[src/rtl/alu_cmd_issuer.sv]
// rtl/alu_cmd_issuer.sv - command-side master for the 32-bit ALU
// Accepts one op per handshake, launches it, waits for done or timeout, returns the response.
module alu_cmd_issuer #(
  parameter int WIDTH   = 32,
  parameter int TIMEOUT = 100
) (
  input  logic             clk,
  input  logic             reset,
  input  logic             cmd_valid,
  output logic             cmd_ready,
  input  logic [3:0]       cmd_opcode,
  input  logic [WIDTH-1:0] cmd_a,
  input  logic [WIDTH-1:0] cmd_b,
  input  logic [WIDTH-1:0] cmd_hi,
  output logic             rsp_valid,
  input  logic             rsp_ready,
  output logic [WIDTH-1:0] rsp_result,
  output logic [WIDTH-1:0] rsp_hi,
  output logic [3:0]       rsp_flag,
  output logic             rsp_err,
  output logic             busy,
  output logic [WIDTH-1:0] alu_num_1,
  output logic [WIDTH-1:0] alu_num_2,
  output logic [WIDTH-1:0] alu_sub_reg_input,
  output logic [3:0]       alu_opcode,
  input  logic [WIDTH-1:0] alu_result,
  input  logic [WIDTH-1:0] alu_sub_reg_result,
  input  logic             alu_done,
  input  logic [3:0]       alu_flag
);
  localparam int CW = $clog2(TIMEOUT + 1);
  localparam logic [3:0] OP_PARK = 4'hF;
  localparam logic [3:0] OP_MUL  = 4'd2;
  localparam logic [3:0] OP_DIV  = 4'd3;
  localparam logic [3:0] OP_MAX  = 4'd8;

  typedef enum logic [1:0] {S_IDLE, S_LAUNCH, S_WAIT, S_RESP} state_t;

  state_t           state_q, state_d;
  logic [CW-1:0]    cnt_q, cnt_d;
  logic [3:0]       op_q, op_d;
  logic [3:0]       alu_opcode_q, alu_opcode_d;
  logic [WIDTH-1:0] num_1_q, num_1_d;
  logic [WIDTH-1:0] num_2_q, num_2_d;
  logic [WIDTH-1:0] sub_q, sub_d;
  logic [WIDTH-1:0] res_q, res_d;
  logic [WIDTH-1:0] hi_q, hi_d;
  logic [3:0]       flag_q, flag_d;
  logic             err_q, err_d;
  logic             valid_q, valid_d;
  logic             busy_q, busy_d;
  logic             accept;
  logic             timeout_hit;

  assign cmd_ready   = (state_q == S_IDLE);
  assign accept      = cmd_valid && cmd_ready;
  assign timeout_hit = (cnt_q == CW'(TIMEOUT - 1));

  always_ff @(posedge clk) begin
    if (reset) begin
      state_q      <= S_IDLE;
      cnt_q        <= '0;
      op_q         <= OP_PARK;
      alu_opcode_q <= OP_PARK;
      num_1_q      <= '0;
      num_2_q      <= '0;
      sub_q        <= '0;
      res_q        <= '0;
      hi_q         <= '0;
      flag_q       <= '0;
      err_q        <= 1'b0;
      valid_q      <= 1'b0;
      busy_q       <= 1'b0;
    end else begin
      state_q      <= state_d;
      cnt_q        <= cnt_d;
      op_q         <= op_d;
      alu_opcode_q <= alu_opcode_d;
      num_1_q      <= num_1_d;
      num_2_q      <= num_2_d;
      sub_q        <= sub_d;
      res_q        <= res_d;
      hi_q         <= hi_d;
      flag_q       <= flag_d;
      err_q        <= err_d;
      valid_q      <= valid_d;
      busy_q       <= busy_d;
    end
  end

  always_comb begin
    state_d = state_q;
    case (state_q)
      S_IDLE:   if (accept) state_d = (cmd_opcode > OP_MAX) ? S_RESP : S_LAUNCH;
      S_LAUNCH: state_d = S_WAIT;
      S_WAIT:   if (alu_done || timeout_hit) state_d = S_RESP;
      S_RESP:   if (rsp_ready) state_d = S_IDLE;
      default:  state_d = S_IDLE;
    endcase
  end

  always_comb begin
    cnt_d   = cnt_q;
    op_d    = op_q;
    num_1_d = num_1_q;
    num_2_d = num_2_q;
    sub_d   = sub_q;
    res_d   = res_q;
    hi_d    = hi_q;
    flag_d  = flag_q;
    err_d   = err_q;
    case (state_q)
      S_IDLE: begin
        if (accept) begin
          op_d    = cmd_opcode;
          num_1_d = cmd_a;
          num_2_d = cmd_b;
          sub_d   = cmd_hi;
          if (cmd_opcode > OP_MAX) begin
            res_d  = '0;
            hi_d   = '0;
            flag_d = 4'hF;
            err_d  = 1'b1;
          end
        end
      end
      S_LAUNCH: cnt_d = '0;
      S_WAIT: begin
        // done wins over a timeout landing in the same cycle
        if (alu_done) begin
          res_d  = alu_result;
          flag_d = alu_flag;
          hi_d   = (op_q == OP_MUL || op_q == OP_DIV) ? alu_sub_reg_result : '0;
          err_d  = 1'b0;
        end else if (timeout_hit) begin
          res_d  = '0;
          hi_d   = '0;
          flag_d = 4'hF;
          err_d  = 1'b1;
        end else begin
          cnt_d = cnt_q + CW'(1);
        end
      end
      default: ;
    endcase
    alu_opcode_d = (state_d == S_LAUNCH || state_d == S_WAIT) ? op_d : OP_PARK;
    valid_d      = (state_d == S_RESP);
    busy_d       = (state_d != S_IDLE);
  end

  assign rsp_valid         = valid_q;
  assign rsp_result        = res_q;
  assign rsp_hi            = hi_q;
  assign rsp_flag          = flag_q;
  assign rsp_err           = err_q;
  assign busy              = busy_q;
  assign alu_num_1         = num_1_q;
  assign alu_num_2         = num_2_q;
  assign alu_sub_reg_input = sub_q;
  assign alu_opcode        = alu_opcode_q;

endmodule
[config.mk]
export PLATFORM = sky130hd
export DESIGN_NAME = alu_cmd_issuer
export DESIGN_NICKNAME = d
export VERILOG_FILES = /design/src/rtl/alu_cmd_issuer.sv
export SDC_FILE = /design/constraint.sdc
export NUM_CORES = 1
export LEC_CHECK = 0
export ABC_AREA = 1
export BUFFER_PORTS_ARGS = -buffer_cell sky130_fd_sc_hd__buf_2
export CAP_MARGIN = 30
export CELL_PAD_IN_SITES_DETAIL_PLACEMENT = 2
export CELL_PAD_IN_SITES_GLOBAL_PLACEMENT = 2
export CORE_MARGIN = 1
export CORE_UTILIZATION = 24
export DETAILED_ROUTE_END_ITERATION = 8
export PLACE_DENSITY_LB_ADDON = 0.08
export SLEW_MARGIN = 10
export SYNTH_ARGS = -nofsm -noshare
export SYNTH_HDL_FRONTEND = slang
export SYNTH_SLANG_ARGS = --single-unit
[constraint.sdc]
create_clock -name clk -period 2.6 [get_ports clk]
set_input_delay 0.26 -clock clk [delete_from_list [all_inputs] [get_ports clk]]
set_output_delay 0.26 -clock clk [all_outputs]
set_load 0.02 [all_outputs]
==> run summary, run 1 <==
vias per cell = 4.47
Die H = 170 um
Ports = 345
DRC Markers = 0
DR WL/cell = 16.4 um
footprint of the multi-input gates = 2660 um2
crit path max fanout = 6
CP max stage delay = 0.42 ns
Distinct cells, synth = 21
share of post-route cells with drive strength above 1 = 33.1%
RSZ-0062 raised after global routing = false
Die Span X = 170 um
Max clock buf depth = 2
combinational share of power = 20.6%
CTS tree = built
DR iter-0 viols = 304
global-route wire length before repair = 40,000 um
WS Path Type = flip-flop to flip-flop
hpwl dp = 18,000 um
worst r2r dst = alu_opcode[2]$_SDFF_PP1_
Clock Skew = 0.0186 ns
worst-case reg-to-reg path depth = 12
initial antenna violation count = 8
Hold Crit Endpoint = alu_sub_reg_input[1]$_SDFFE_PP0P_
max-cap viol count = 0
Post-Synthesis Cells = 877
via count = 7,071
PostCTS Resize Cnt = 0
worst skew pair latency = 0.44 ns
Finished Cell Area = 9370 um2
final worst path period need = 2.10 ns
Max Slew Vio Count = 0
kind of end point of the critical path = flip-flop
clk sink count = 184
setup tns final = 0 ns
final wirelength = 25,900 um
Cell Area, Synth = 6780 um2
total internal power = 4820 uW
total power = 7230 uW
placed cell areas = 8790 um2
Tcrit/Tclk final = 80.8%
cts hold-fix bufs = 0
most frequent cells in the layout = buf_2 (344), nor2_1 (220), dfxtp_1 (184)
sw frac = 33.4%
PwrDens = 772 nW/um2
Post-DRT Antenna Nets = 0
Worst Min Path Start = cmd_hi[1]
Starting Density = 24.4%
Post-CTS Setup Bufs = 0
syn avg cell area = 7.73 um2
worst-margin pin slew = 0.874 ns
Worst R2R Setup Slack = 0.50 ns
Pleak = 0.00457 uW
fin worst setup slack = 0.498 ns
outcome = completed
peak supply drop = 0.302 mV
input/output buffers = 344
Worst-path clk slew = 0.08 ns
hold crit path type = input pin to flip-flop
CP Data Required Time = 2.90 ns
Layout area overhead = 38.2%
floorplan core area = 27,800 um2
CP Cell Sequence = ha_1 > nand2_1 > inv_1 > nand3_1 > nand2_1 > nand2_2 > nand3_1 > inv_1 > ha_1 > inv_1 > nor2_1 > nand2_1
fillers = 3,383
clock group share of total power = 35.0%
pin count of the biggest net entering global routing = 99
H-tree level count = 4
CP arrival = 2.40 ns
most common cell after layout, fill and taps aside = buf_2
Setup violations, final = 0
fmax = 476 MHz
Synth Register Bits = 184
GRT Total Usage = 17.6%
vias in the first global route = 7,393
Site Rows = 61
die area = 28,900 um2
cts bufs inserted = 17
pre-CTS WS = 0.513 ns
ys flop type = dfxtp_1
sequential power share = 44.4%
Mapped Nets = 1,053
Placer Congestion = 0.728
Critical Path Start Type = flip-flop
Worst R2R Start = cnt_q[0]$_SDFFE_PP0P_
Post-synth EDFFs = 0
drt first pass iters = 4
Max-slew headroom = 41.8%
root buffer cell = clkbuf_16
flip-flop and latch area = 3680 um2
Yosys Warn Count = 0
worst hold path depth = 3
asr flop ratio synth = 0%
Final #Nets = 1,364
Sw Pwr = 2410 uW
CP max stage cell = dfxtp_1
GR Overflow Total = 0
Final Hold Vio Count = 0
sequential area share after synthesis = 54.4%
-- Yosys cell counts, types with 3 or more instances --
cell type	instances	area [um2]
nor2_1	220	826
inv_2	6	22.5
clkbuf_1	29	109
a21oi_1	71	355
nand4_1	3	18.8
nand3_1	84	420
ha_1	3	37.5
buf_4	11	82.6
dfxtp_1	184	3680
buf_2	16	80.1
inv_1	32	120
o21ai_0	105	526
buf_1	3	11.3
nand2_1	99	372
-- state kept, by name, summed over array words and instances, names as in the netlist --
register and count:
rsp_flag 4, rsp_err 1, alu_opcode 4, rsp_valid 1, rsp_result 32, alu_num_2 32, rsp_hi 32, op_q 4
busy 1, state_q 2, alu_num_1 32, alu_sub_reg_input 32, cnt_q 7
-- layout make-up --
cell class                      instances  share of cell area [%]
Sequential cell                       184                    39.3
Multi-Input combinational cell        594                    28.4
Timing Repair Buffer                  353                    19.6
Tap cell                              378                    5.05
Clock buffer                           18                    4.58
Inverter                               38                    1.52
Clock inverter                         13                    1.39
Antenna cell                            5                   0.134
-- logic make-up (layout without fill, tap and decap cells) --
family | Yosys count | count (layout) | share of synthesized area, %
buffers and inverters | 99 | 422 | 6.61
other | 0 | 5 | 0
AOI/OAI and AO/OA | 178 | 178 | 13.2
and+or+nand+nor | 413 | 413 | 25.2
adders and majority gates | 3 | 3 | 0.554
DFF | 184 | 184 | 54.4
-- power groups by stage --
stage / logic (uW) / clock network [uW] / registers, uW
2_1_floorplan: 581 / 0 / 3570
3_3_place_gp: 1520 / 0 / 3260
3_5_place_dp: 1530 / 0 / 3270
4_1_cts: 1540 / 2650 / 3210
5_1_grt: 1660 / 2760 / 3240
6_report: 1490 / 2530 / 3210
-- critical path: cells and delay by family (launching register included) --
kind / cells / cell delay, ns
adders and majority gates: 2 / 0.55
buffers and inverters: 3 / 0.18
and+or+nand+nor: 7 / 0.83
DFF: 1 / 0.42
-- metal layers --
layer	track usage (%)	wire length, um
met5	0	45
met4	4.27	308
met3	8.09	2480
met2	29.4	12000
met1	20.4	11100
-- worst max path at each step --
stage	start	endpoint	cells after the start
floorplan	cnt_q[0]$_SDFFE_PP0P_	alu_opcode[1]$_SDFF_PP1_	13
global placement	cnt_q[0]$_SDFFE_PP0P_	alu_opcode[3]$_SDFF_PP1_	12
detailed placement	cnt_q[0]$_SDFFE_PP0P_	alu_opcode[2]$_SDFF_PP1_	12
CTS	cnt_q[0]$_SDFFE_PP0P_	alu_opcode[2]$_SDFF_PP1_	12
global route	cnt_q[0]$_SDFFE_PP0P_	alu_opcode[2]$_SDFF_PP1_	12
finish	cnt_q[0]$_SDFFE_PP0P_	alu_opcode[2]$_SDFF_PP1_	12
-- per-stage QoR --
stage | hold WS [ns] | utilization [%] | cells
6_report | 0.0382 | 33.7 | 1583
5_1_grt | 0.0260 | 33.7 | 1581
4_1_cts | 0.0247 | 33.7 | 1578
3_5_place_dp | 0.474 | 31.7 | 1547
3_3_place_gp | 0.458 | 31.7 | 1547
2_1_floorplan | 0.395 | - | 877
Note: power is estimated with default switching activity, not from simulation.
==> run 2, diff against run 1 <==
clock period = 2 ns   (was 2.6 ns; I/O delays follow)
==> run summary, run 2 (synthesis results as in run 1) <==
outcome = completed
share of post-route cells with drive strength above 1 = 30.6% (-2.5 points)
Site Rows = 61 (unchanged)
peak supply drop = 0.391 mV (+29%)
sw frac = 32.7% (-0.63 points)
Max-slew headroom = 65.0% (+23 points)
Clock Skew = 0.0122 ns (-0.00644 ns)
DR WL/cell = 16.3 um (-0.18%)
Critical Path Start Type = flip-flop
Ports = 345 (unchanged)
Max clock buf depth = 2 (unchanged)
cts bufs inserted = 17 (unchanged)
final wirelength = 27,900 um (+7.8%)
Sw Pwr = 3210 uW (+33%)
Finished Cell Area = 10,700 um2 (+14%)
total internal power = 6610 uW (+37%)
RSZ-0062 raised after global routing = false
drt first pass iters = 4 (unchanged)
crit path max fanout = 4 (-2)
Final #Nets = 1,492 (+9.4%)
final worst path period need = 1.79 ns (-0.316 ns)
initial antenna violation count = 5 (-3)
CP Data Required Time = 2.31 ns (-0.59 ns)
most frequent cells in the layout = buf_2 (344), nor2_1 (219), dfxtp_1 (184)
Placer Congestion = 0.740 (+1.7%)
GR Overflow Total = 0 (unchanged)
worst skew pair latency = 0.43 ns (about the same)
CP arrival = 2.09 ns (-0.31 ns)
Final Hold Vio Count = 0 (unchanged)
placed cell areas = 8870 um2 (+0.88%)
PwrDens = 919 nW/um2 (+19%)
Post-CTS Setup Bufs = 0 (unchanged)
Max Slew Vio Count = 0 (unchanged)
die area = 28,900 um2 (unchanged)
sequential power share = 42.5% (-1.9 points)
Setup violations, final = 0 (unchanged)
flip-flop and latch area = 3680 um2 (unchanged)
root buffer cell = clkbuf_16
DRC Markers = 0 (unchanged)
fmax = 560 MHz (+18%)
clock group share of total power = 35.2% (+0.2 points)
floorplan core area = 27,800 um2 (unchanged)
most common cell after layout, fill and taps aside = buf_2
kind of end point of the critical path = flip-flop
GRT Total Usage = 19.2% (+1.6 points)
vias in the first global route = 8,090 (+9.4%)
input/output buffers = 344 (unchanged)
clk sink count = 184 (unchanged)
setup tns final = 0 ns (unchanged)
H-tree level count = 4 (unchanged)
Worst-path clk slew = 0.08 ns (about the same)
Tcrit/Tclk final = 89.3% (+8.5 points)
CTS tree = built
hpwl dp = 17,900 um (-0.16%)
DR iter-0 viols = 247 (-19%)
pin count of the biggest net entering global routing = 105 (+6.1%)
fillers = 3,296 (-2.6%)
Post-DRT Antenna Nets = 0 (unchanged)
Final Hold Slack = 0.0139 ns (-0.0243 ns)
worst-margin pin slew = 0.524 ns (-0.349 ns)
via count = 7,578 (+7.2%)
combinational share of power = 22.3% (+1.7 points)
Starting Density = 24.4% (unchanged)
global-route wire length before repair = 43,300 um (+8.3%)
Pleak = 0.00513 uW (+12%)
Layout area overhead = 57.7%
vias per cell = 4.43 (-0.73%)
WS Path Type = flip-flop to flip-flop
footprint of the multi-input gates = 2660 um2 (about the same)
max-cap viol count = 0 (unchanged)
Die Span X = 170 um (unchanged)
hold crit path type = input pin to flip-flop
Die H = 170 um (unchanged)
run 2: changes by cell type in the layout (fill, tap and decap cells not counted), sizes merged:
cell,previous run,this run
diode,5,2
clkinv,5,4
dlygate4sd3,0,121
clkinvlp,0,1
bufinv,0,1
buf,353,360
run 2: layout make-up:
type	instances	share of cell area (%)
Antenna cell	2	0.0468
Clock buffer	18	4.11
Clock inverter	14	1.44
Inverter	38	1.34
Multi-Input combinational cell	594	24.9
Sequential cell	184	34.5
Tap cell	378	4.43
Timing Repair Buffer	481	29.3
run 2: final timing paths:
check                                         startpoint                         end  slack, ns  depth (start not counted)
worst max-delay path               cnt_q[1]$_SDFFE_PP0P_    alu_opcode[1]$_SDFF_PP1_       0.21                         12
worst min-delay path                           cmd_a[24]  alu_num_1[24]$_SDFFE_PP0P_       0.01                          3
worst max register to register     cnt_q[1]$_SDFFE_PP0P_    alu_opcode[1]$_SDFF_PP1_       0.21                         12
worst min register to register  rsp_flag[1]$_SDFFE_PP0P_    rsp_flag[1]$_SDFFE_PP0P_       0.48                          2
run 2: through the flow:
step	std cells	total power, uW	utilization [%]	setup slack (ns)
floorplan	877	5400	-	0.0793
global placement	1554	6240	31.9	0.168
detailed placement	1554	6260	31.9	0.131
CTS	1707	10000	38.4	0.119
global route	1709	10400	38.5	0.00450
finish	1709	9820	38.5	0.214
run 2: timing repair:
| action | CTS | global route |
|---|---|---|
| endpoints found under the setup margin | 0 | 4 |
| gates resized for setup | 0 | 1 |
| hold endpoints to repair | 121 | 0 |
| hold buffers | 121 | 0 |
run 2: routing by layer:
metal  GRT usage [%]  wire length (um)  up-vias
met4            6.11               412        6
met2            32.9             13500      232
li1                -                 -     3714
met1            21.9             11500     3598
met3            7.33              2480       28
met5               0                33        -
run 2: power by group through the flow:
stage	clock network, uW	logic (uW)	registers [uW]
floorplan	0	755	4640
finish	3460	2190	4170
global placement	0	2000	4240
global route	3750	2410	4220
CTS	3630	2210	4170
detailed placement	0	2010	4250
run 2: critical path, stage by stage (launching register included):
cell,delay (ns)
dfxtp_1,0.38
ha_1,0.18
nand2_1,0.05
inv_1,0.07
nand3_1,0.13
nand2_1,0.11
nand2_2,0.07
nand3_1,0.10
inv_1,0.06
ha_1,0.27
inv_1,0.04
nor2_2,0.14
nand2_1,0.07
